## src/rtl/bdd_walk_ctrl.sv

```systemverilog
// bdd_walk_ctrl: decision-diagram walk sequencer (host req/res handshake, node SRAM read, MAC start/done, leaf class or depth-abort result)
module bdd_walk_ctrl #(
  parameter int ADDR_WIDTH = 8,
  parameter int THRESH_WIDTH = 10,
  parameter int ACC_WIDTH = 16,
  parameter int MEM_LAT = 1,
  parameter int MAX_DEPTH = 16,
  parameter logic [ADDR_WIDTH-1:0] ROOT_ADDR = '0
) (
  input  logic                        clk,
  input  logic                        rst,
  input  logic                        req_valid,
  output logic                        req_ready,
  output logic                        node_rd,
  output logic [ADDR_WIDTH-1:0]       node_addr,
  input  logic [THRESH_WIDTH-1:0]     thresh_in,
  input  logic [2*(ADDR_WIDTH+1)-1:0] child_in,
  output logic                        mac_start,
  input  logic                        mac_done,
  input  logic [ACC_WIDTH-1:0]        mac_acc,
  output logic                        res_valid,
  input  logic                        res_ready,
  output logic [ADDR_WIDTH-1:0]       res_class,
  output logic                        res_err,
  output logic                        busy
);
  localparam int CW = ADDR_WIDTH + 1;
  localparam int DW = $clog2(MAX_DEPTH + 1);
  localparam int LW = $clog2(MEM_LAT + 1);
  localparam int MW = ACC_WIDTH > THRESH_WIDTH ? ACC_WIDTH : THRESH_WIDTH;
  typedef enum logic [2:0] {IDLE, FETCH, WAIT_MEM, MAC, DONE} state_t;
  state_t state;
  logic [DW-1:0] depth;
  logic [LW-1:0] lat;
  logic [THRESH_WIDTH-1:0] thr_r;
  logic [CW-1:0] left_r, right_r, sel;
  logic [DW-1:0] depth_nx;
  assign sel = MW'(mac_acc) <= MW'(thr_r) ? left_r : right_r;
  assign depth_nx = depth + DW'(1);
  always_ff @(posedge clk) begin
    if (rst) begin
      state <= IDLE;
      req_ready <= 1'b1;
      node_rd <= 1'b0;
      node_addr <= ROOT_ADDR;
      mac_start <= 1'b0;
      res_valid <= 1'b0;
      res_class <= '0;
      res_err <= 1'b0;
      busy <= 1'b0;
      depth <= '0;
      lat <= '0;
      thr_r <= '0;
      left_r <= '0;
      right_r <= '0;
    end else begin
      case (state)
        IDLE: if (req_valid) begin
          state <= FETCH;
          req_ready <= 1'b0;
          busy <= 1'b1;
          node_rd <= 1'b1;
          node_addr <= ROOT_ADDR;
          depth <= '0;
        end
        FETCH: begin
          node_rd <= 1'b0;
          lat <= LW'(1);
          mac_start <= MEM_LAT == 1;
          state <= WAIT_MEM;
        end
        WAIT_MEM: if (lat == LW'(MEM_LAT)) begin
          thr_r <= thresh_in;
          {left_r, right_r} <= child_in;
          mac_start <= 1'b0;
          state <= MAC;
        end else begin
          lat <= lat + LW'(1);
          mac_start <= lat + LW'(1) == LW'(MEM_LAT);
        end
        MAC: if (mac_done) begin
          if (sel[ADDR_WIDTH]) begin
            res_class <= sel[ADDR_WIDTH-1:0];
            res_err <= 1'b0;
            res_valid <= 1'b1;
            state <= DONE;
          end else begin
            node_addr <= sel[ADDR_WIDTH-1:0];
            depth <= depth_nx;
            if (depth_nx == DW'(MAX_DEPTH)) begin
              res_class <= '0;
              res_err <= 1'b1;
              res_valid <= 1'b1;
              state <= DONE;
            end else begin
              node_rd <= 1'b1;
              state <= FETCH;
            end
          end
        end
        DONE: if (res_ready) begin
          res_valid <= 1'b0;
          req_ready <= 1'b1;
          busy <= 1'b0;
          state <= IDLE;
        end
        default: state <= IDLE;
      endcase
    end
  end
endmodule

```

## config.mk

```make
export PLATFORM = sky130hd
export DESIGN_NAME = bdd_walk_ctrl
export DESIGN_NICKNAME = d
export VERILOG_FILES = /design/src/rtl/bdd_walk_ctrl.sv
export SDC_FILE = /design/constraint.sdc
export NUM_CORES = 1
export LEC_CHECK = 0
export CAP_MARGIN = 20
export CORE_UTILIZATION = 45
export CTS_CLUSTER_DIAMETER = 40
export CTS_CLUSTER_SIZE = 40
export DETAILED_ROUTE_END_ITERATION = 8
export GPL_ROUTABILITY_DRIVEN = 0
export PLACE_DENSITY = 0.79
export SETUP_SLACK_MARGIN = 0.02
export SYNTH_ARGS = -nofsm -noshare
export SYNTH_HDL_FRONTEND = slang
export SYNTH_SLANG_ARGS = --single-unit
```

## constraint.sdc

```tcl
create_clock -name clk -period 6.2 [get_ports clk]
set_clock_uncertainty 0.2 [all_clocks]
set_input_delay 1.24 -clock clk [delete_from_list [all_inputs] [get_ports clk]]
set_output_delay 1.24 -clock clk [all_outputs]
set_load 0.05 [all_outputs]
```

## Yosys cells after proc, flatten, opt, wreduce, memory -nomap -nowiden

Cells that the tools add are included.

| storage, ports and cells | value |
|---|---|
| register bits | 59 |
| bits of input ports | 49 |
| output and inout port bits | 22 |
| logic and storage cells | 80 |

| operators by class | value |
|---|---|
| $add $sub $neg | 2 |
| magnitude comparators | 1 |
| equality and inequality tests | 12 |
| multiplexer cells | 37 |
| reductions and logical operators | 14 |

Operator list:

| operator | number |
|---|---|
| $mux W8 | 5 |
| $mux W3 | 6 |
| $le A16 B10 Y1 | 1 |
| $pmux W8 S2 | 1 |
| $mux W5 | 3 |
| $pmux W3 S5 | 1 |
| $mux W1 | 13 |
| $ne A2 B2 Y1 const B | 6 |
| $reduce_and A4 Y1 | 3 |
| $pmux W1 S2 | 5 |
| $pmux W5 S2 | 1 |
| $reduce_bool A2 Y1 | 5 |
| $mux W9 | 1 |
| $eq A3 B2 Y1 const B | 2 |
| $reduce_and A3 Y1 | 2 |
| $add A5 B1 Y5 const B | 1 |
| $eq A5 B5 Y1 const B | 1 |
| $reduce_and A5 Y1 | 1 |
| $eq A3 B1 Y1 const B | 1 |
| $eq A3 B3 Y1 const B | 1 |
| $logic_not A3 Y1 | 1 |
| $ne A3 B3 Y1 const B | 1 |
| $pmux W1 S3 | 1 |
| $reduce_bool A3 Y1 | 1 |
| 2 further kinds | 2 |

## Depth between registers and ports, before layout

Gate-level depths: netlist of run 1.

| depth | value |
|---|---|
| word-level depth | 6 |
| gate-level depth with buffers | 10 |
| mapped depth without buffers | 8 |

## Worst setup path before layout of run 1

No wires, ideal clock.

| timing path | value |
|---|---|
| path type | input to register |
| start | input mac_acc[9] |
| end | register res_err |
| library setup time | 0.060 ns |
| arrival time | 2.984 ns |
| required time | 5.940 ns |
| setup slack | 2.957 ns |
| stages on the path | 8 |
| path buffers | 1 |
| cells stage by stage | ha_1 -> a21oi_1 -> nand2_1 -> or3_4 -> buf_2 -> o211ai_1 -> a21boi_0 -> o221a_2 |

| between the ends | value |
|---|---|
| cells in the longest elaborated chain, start to end | 4 |
| elaborated cells on any way between the ends | 5 |
| classes of those cells | 1 x order compare; 2 x mux; 2 x reduce/logical |

Ends and longest elaborated chain:

| item | line | text |
|---|---|---|
| start: declaration | 20 | `input logic [ACC_WIDTH-1:0] mac_acc,` |
| $le A16 B10 Y1 * | 38 | `assign sel = MW'(mac_acc) <= MW'(thr_r) ? left_r : right_r;` |
| $mux W9 * | 38 |  |
| $reduce_bool A2 Y1 (no line) | -- |  |
| $reduce_and A3 Y1 (no line) | -- |  |
| end signal: assignment | 49 | `res_err <= 1'b0;` |
| end signal: assignment | 84 | `res_err <= 1'b0;` |
| end signal: assignment | 92 | `res_err <= 1'b1;` |
| end: declaration | 24 | `output logic res_err,` |

Every way passes the cells marked *; elsewhere a longest branch is shown, timed or not.
A chain may end at the register's enable or synchronous reset.

## Worst setup path in the final report of run 1

| timing path | value |
|---|---|
| start | input mac_acc[1] |
| end | register depth[2] |

| between the ends | value |
|---|---|
| cells in the longest elaborated chain, start to end | 4 |

Ends and longest elaborated chain:

| item | line | text |
|---|---|---|
| $le A16 B10 Y1 | 38 |  |
| $mux W9 | 38 |  |
| $ne A2 B2 Y1 (no line) | -- |  |
| $reduce_and A4 Y1 (no line) | -- |  |
| end signal: assignment | 89 | `depth <= depth_nx;` |
| end: declaration | 33 | `logic [DW-1:0] depth;` |

No other way between the ends.

==> results of run 1 <==
layer usage:
metal	GRT usage (%)	vias to the layer above
met5	0	-
met4	9.40	0
met3	5.74	12
met2	38.8	88
met1	29.3	1388
li1	-	1500
power by group:
part / leakage (uW) / switching [uW] / internal [uW]
Combinational: 0.00106 / 64.1 / 59.7
Clock: 0.000108 / 152 / 217
Sequential: 0.000477 / 12.2 / 390
Total: 0.00165 / 229 / 666
logic make-up (layout without fill, tap and decap cells):
| group | count (synthesis) | count (layout) | share of synthesized area [%] |
|---|---|---|---|
| flops | 59 | 59 | 38.0 |
| xor+xnor | 1 | 1 | 0.282 |
| fa+ha+maj | 12 | 12 | 4.83 |
| simple gates | 141 | 141 | 19.8 |
| compound gates | 112 | 112 | 24.3 |
| buf+inv | 43 | 108 | 5.64 |
| mux | 21 | 21 | 7.17 |
final timing paths:
check	startpoint	endpoint	slack, ps	cells after the start
max reg2reg	thr_r[1]	depth[2]	3110	9
min reg2reg	node_addr[6]	node_addr[6]	260	2
min	node_addr[6]	node_addr[6]	260	2
max	mac_acc[1]	depth[2]	2180	9
per-stage QoR:
step	util [%]	area (um^2)
detailed placement	58.6	3810
CTS	61.9	4020
floorplan	-	3110
global placement	58.6	3810
global route	62.4	4050
finish	62.4	4050
registers in the layout (all words and copies together) (netlist names), 3 cells and up:
register,count
res_class,8
thr_r,10
state,3
depth,5
node_addr,8
left_r,9
right_r,9
cells in the mapped netlist (4+ instances only):
cell	n	area share, %
a21oi_1	49	7.9
a31oi_1	20	4.0
buf_2	5	0.81
clkbuf_1	18	2.2
dfxtp_1	59	38
ha_1	12	4.8
inv_1	16	1.9
mux2i_1	20	6.4
nand2_1	90	11
nand3_1	4	0.64
nor2_1	23	2.8
nor4_1	6	1.2
o2111a_1	9	3.3
o211a_1	8	2.6
o21ai_0	6	0.97
cell type report:
class,instances,area [um^2]
fill,584,2440
multi-input combinational,287,1750
inverter,17,63.8
clock buffer,12,165
tap,77,96.3
timing repair buffer,75,744
clock inverter,4,47.5
sequential,59,1180
tightest hold or removal path: cells and delay by family, from the launching register on:
kind             cells  cell delay (ps)
flip-flops           1              310
AND/OR/NAND/NOR      1               50
multiplexers         1               50
==> metrics, run 1 <==
Yosys reg bits 59; gr ovfl total 0; leading cell type in the layout, fill and taps excluded nand2_1; number of global-route vias before repair approximately 2700; register area share after synthesis about two fifths; TritonRoute pass-1 iters 5; Post-CTS Hold Buffers 0; WL met2 a little under 4 mm; Initial Util between 40% and 50%; register clock-pin slew on the reported worst setup and hold paths about 60 ps; DR vias/cell about 5.6; Max-Cap Viols 0; crit path max-delay cell type a21oi_1; CTS tree done; H-tree level count 3; via count between 2000 and 3000; Placement Setup Slack 1850 ps; Mapped Cells 389; unrepaired setup endpoints after global routing no; worst skew pair latency ~350 ps; per-cell routed wire length about 15 um; largest net degree at the start of global routing 55; CTS Buf Count 9; status finished clean; WS Path Type primary input to register; # DRC 0; row count 29; Cell Count, Final, Fillers Out between 500 and 600; VDD IR-drop max between 0.1 and 0.15 mV; worst path bufs/invs 2; I/O pin cnt between 70 and 80; Final period util roughly two thirds; root buffer cell clkbuf_8; Die X-Extent between 80 and 90 um; Pwr Density 221 mW/mm^2; largest fanout on the critical path 13; HPWL Detailed roughly 5.5 mm; worst-path cell chain clkdlybuf4s50_1 -> ha_1 -> nor2b_1 -> o211ai_1 -> a21oi_1 -> o21ai_1 -> buf_4 -> nor4b_1 -> o32a_1; CP peak stage delay around 670 ps; Die H ~85 um; synth unique cells 46; EDFF count, synth 0; cell family with most CP delay compound AO/OA/AOI/OAI gates; Crit. End Element register; setup slack after layout 2180 ps; Syn Area/Cell between 7 and 8 um^2; Max Used Layer met4; share of layout cells above drive strength 1 between 6 and 7%; Synth async-reset ratio 0%; first-pass GRT wire length around 13 mm; total power roughly 900 uW; Placeable Area 0.00649 mm^2; most frequent cells in the layout 90 x nand2_1, 69 x clkdlybuf4s50_1, 59 x dfxtp_1, 49 x a21oi_1, 23 x nor2_1; Final Setup Violations 0; post-CTS setup buffers 0; area of the die 0.00724 mm^2; Final Hold Fails 0; crit path time final 4020 ps; crit start category primary input; Routed WL 8.02 mm; setup TNS 0 ps; Ys Warns 0; final antenna-violating net count 0; met1 wire length 3.54 mm; TritonCTS Sinks around 60; Fmax about 0.25 GHz; Worst EP arrival just over 4000 ps; Layout Nets 510; initial antenna violation count 0; Worst EP required about 6300 ps; Clock Path Buffers 2; worst hold margin 258 ps; placed cells approximately 510; Final Max Slew Viols 0; Post-synth top flop dfxtp_1; Port Buffers 70; met3 WL 400 um; Netlist Area Pre-Place 0.00311 mm^2; syn_nets 450; diode count 0; Total GRT Usage 23.4%; worst hold path type register to register; DRT iter0 DRCs between 150 and 200; Resized cells post-CTS 0; P_leak about 0.0016 uW; Area Overhead vs Synth 30.5%; Slew HR 33.9%; Least-Margin Pin Slew between 900 and 1000 ps
Power figures use the tool's default switching activity.
==> run 2: changes to the inputs <==
--- a/config.mk
+++ b/config.mk
@@ -11,7 +11,7 @@
 export CTS_CLUSTER_SIZE = 40
 export DETAILED_ROUTE_END_ITERATION = 8
 export GPL_ROUTABILITY_DRIVEN = 0
-export PLACE_DENSITY = 0.79
+export PLACE_DENSITY = 0.82
 export SETUP_SLACK_MARGIN = 0.02
 export SYNTH_ARGS = -nofsm -noshare
 export SYNTH_HDL_FRONTEND = slang
==> constraint.sdc (replaced) <==
create_clock -name clk -period 3.5 [get_ports clk]
set_clock_uncertainty 0.2 [all_clocks]
set_input_delay 0.7 -clock clk [delete_from_list [all_inputs] [get_ports clk]]
set_output_delay 0.7 -clock clk [all_outputs]
set_load 0.05 [all_outputs]
==> run 2 against run 1 <==
Effect of this change:
- register-to-register slack lost 2400 ps
- core utilization grew 0.42 points
- final cell count grew 1.3%
- clock-buffer cell count shrank 2
- final area grew 0.68%
- sequential power grew 77%
- wire length grew 1.0%
- non-clock buffer count grew 8
- worst setup slack lost 1800 ps
- critical path depth is the same
- global-route usage grew 0.38 points
- sequential cell count is the same
- largest power group unchanged
==> metrics, run 2 (synthesis gave the netlist of run 1 again) <==
CP peak stage delay 410 ps (was 670 ps); area of the die 0.00724 mm^2 (unchanged); # DRC 0 (unchanged); diode count 0 (unchanged); worst skew pair latency 340 ps (was 350 ps); first-pass GRT wire length 13.5 mm (was 13.2 mm); leading cell type in the layout, fill and taps excluded nand2_1 (unchanged); P_leak 0.00167 uW (was 0.00165 uW); P_sw 400 uW (was 229 uW); Slew HR 64.1% (was 33.9%); Resized cells post-CTS 0 (unchanged); placed cells 522 (was 512); Area Overhead vs Synth 31.4% (was 30.5%); final antenna-violating net count 0 (unchanged); crit start category primary input (unchanged); clock share of power 39.2% (was 41.2%); max reg flops 10 (unchanged); Worst EP required 3580 ps (was 6300 ps); Final Hold Fails 0 (unchanged); crit path time final between 3000 and 4000 ps; Port Buffers 70 (unchanged); Crit. End Element register (unchanged); Pwr Density 378 mW/mm^2 (was 221 mW/mm^2); HPWL Detailed 5.78 mm (was 5.53 mm); Seq pwr share 46.2% (was 44.9%); TritonCTS Sinks 59 (unchanged); worst-path cell chain clkdlybuf4s50_1 -> ha_1 -> nand4_1 -> or3_1 -> a21o_1 -> o21a_1 -> buf_4 -> mux2i_1 -> o32a_1 (was clkdlybuf4s50_1 -> ha_1 -> nor2b_1 -> o211ai_1 -> a21oi_1 -> o21ai_1 -> buf_4 -> nor4b_1 -> o32a_1); total internal power 1140 uW (was 666 uW); biggest regs thr_r x10, left_r x9, right_r x9 (unchanged); Cell Count, Final, Fillers Out 538 (was 531); initial antenna violation count 0 (unchanged); unrepaired setup endpoints after global routing no (unchanged); CTS tree done (unchanged); Final Max Slew Viols 0 (unchanged); combinational power share 14.6% (was 13.8%); Routed WL 8.10 mm (was 8.02 mm); VDD IR-drop max 0.202 mV (was 0.144 mV); Clock Path Buffers 2 (unchanged); Placeable Area 0.00649 mm^2 (unchanged); Post-CTS Hold Buffers 0 (unchanged); row count 29 (unchanged); Die H 85.1 um (unchanged); setup TNS 0 ps (unchanged); most frequent cells in the layout 90 x nand2_1, 69 x clkdlybuf4s50_1, 59 x dfxtp_1, 49 x a21oi_1, 23 x nor2_1 (unchanged); Final period util between 90 and 100%; Initial Util 47.8% (unchanged); H-tree level count 3 (unchanged); gr ovfl total 0 (unchanged); fillcell total 576 (was 584); Reg with most FFs thr_r (unchanged); I/O pin cnt 71 (unchanged); Max-Cap Viols 0 (unchanged); worst hold margin 254 ps (was 258 ps); Fmax 0.316 GHz; Worst EP arrival 3240 ps (was 4120 ps); worst hold path type register to register (unchanged); via count 3071 (was 2988); number of global-route vias before repair 3060 (was 2745); DR vias/cell 5.71 (was 5.63); Die X-Extent 85.1 um (unchanged); Total GRT Usage 23.8% (was 23.4%); CTS Buf Count 9 (unchanged); status finished clean (unchanged); TritonRoute pass-1 iters 4 (was 5); Final Setup Violations 0 (unchanged); Least-Margin Pin Slew 536 ps (was 992 ps); Net Sw Frac 26.0% (was 25.5%); WS Path Type primary input to register (unchanged); share of layout cells above drive strength 1 8.03% (was 6.61%); crit path max-delay cell type clkdlybuf4s50_1 (was a21oi_1); per-cell routed wire length 15.0 um (was 15.1 um); post-CTS setup buffers 0 (unchanged); largest fanout on the critical path 12 (was 13); largest net degree at the start of global routing 54 (was 55); DRT iter0 DRCs 125 (was 184); root buffer cell clkbuf_8 (unchanged); Layout Nets 518 (was 510); register clock-pin slew on the reported worst setup and hold paths 60 ps (about the same)
run 2: layout make-up:
class	count	area (um^2)	area share, %
Clock inverter	5	53.8	1.32
Inverter	17	63.8	1.56
Tap cell	77	96.3	2.36
Sequential cell	59	1180	28.9
Timing Repair Buffer	83	793	19.4
Multi-Input combinational cell	287	1750	43.0
Clock buffer	10	138	3.37
run 2: per-stage QoR:
stage	cell area, um^2	power [uW]	setup slack [ps]	util (%)
after floorplan	3110	850	797	-
after global placement	3880	943	131	59.8
after detailed placement	3880	950	39.3	59.8
after CTS	4070	1560	386	62.7
after global routing	4080	1600	258	62.8
final	4080	1540	339	62.8
run 2: worst max-delay path, delay by kind of cell:
kind,cells,cell delay [ps]
buffers and inverters,2,590
and+or+nand+nor,2,490
adders and majority gates,1,310
muxes,1,340
AOI/OAI and AO/OA,3,800
run 2: power groups by stage:
stage | clock (uW) | sequential [uW] | combinational (uW)
floorplan | 0 | 738 | 112
global placement | 0 | 726 | 217
detailed placement | 0 | 726 | 224
CTS | 619 | 711 | 225
global route | 645 | 714 | 245
finish | 605 | 712 | 225
run 2: worst paths after layout:
check,startpoint,endpoint,slack [ps],depth (start not counted)
setup reg to reg,thr_r[6],depth[2],720,9
hold / removal,thr_r[8],thr_r[8],250,2
setup / recovery,mac_acc[6],depth[2],340,9
hold reg to reg,thr_r[8],thr_r[8],250,2
run 2: layer usage:
layer  up-vias  track usage, %  routed length, um
met5         -               0                  0
met3        17            4.96                425
met1      1441            27.4               3390
li1       1521               -                  -
met2        92            41.9               4090
met4         0            11.7                192
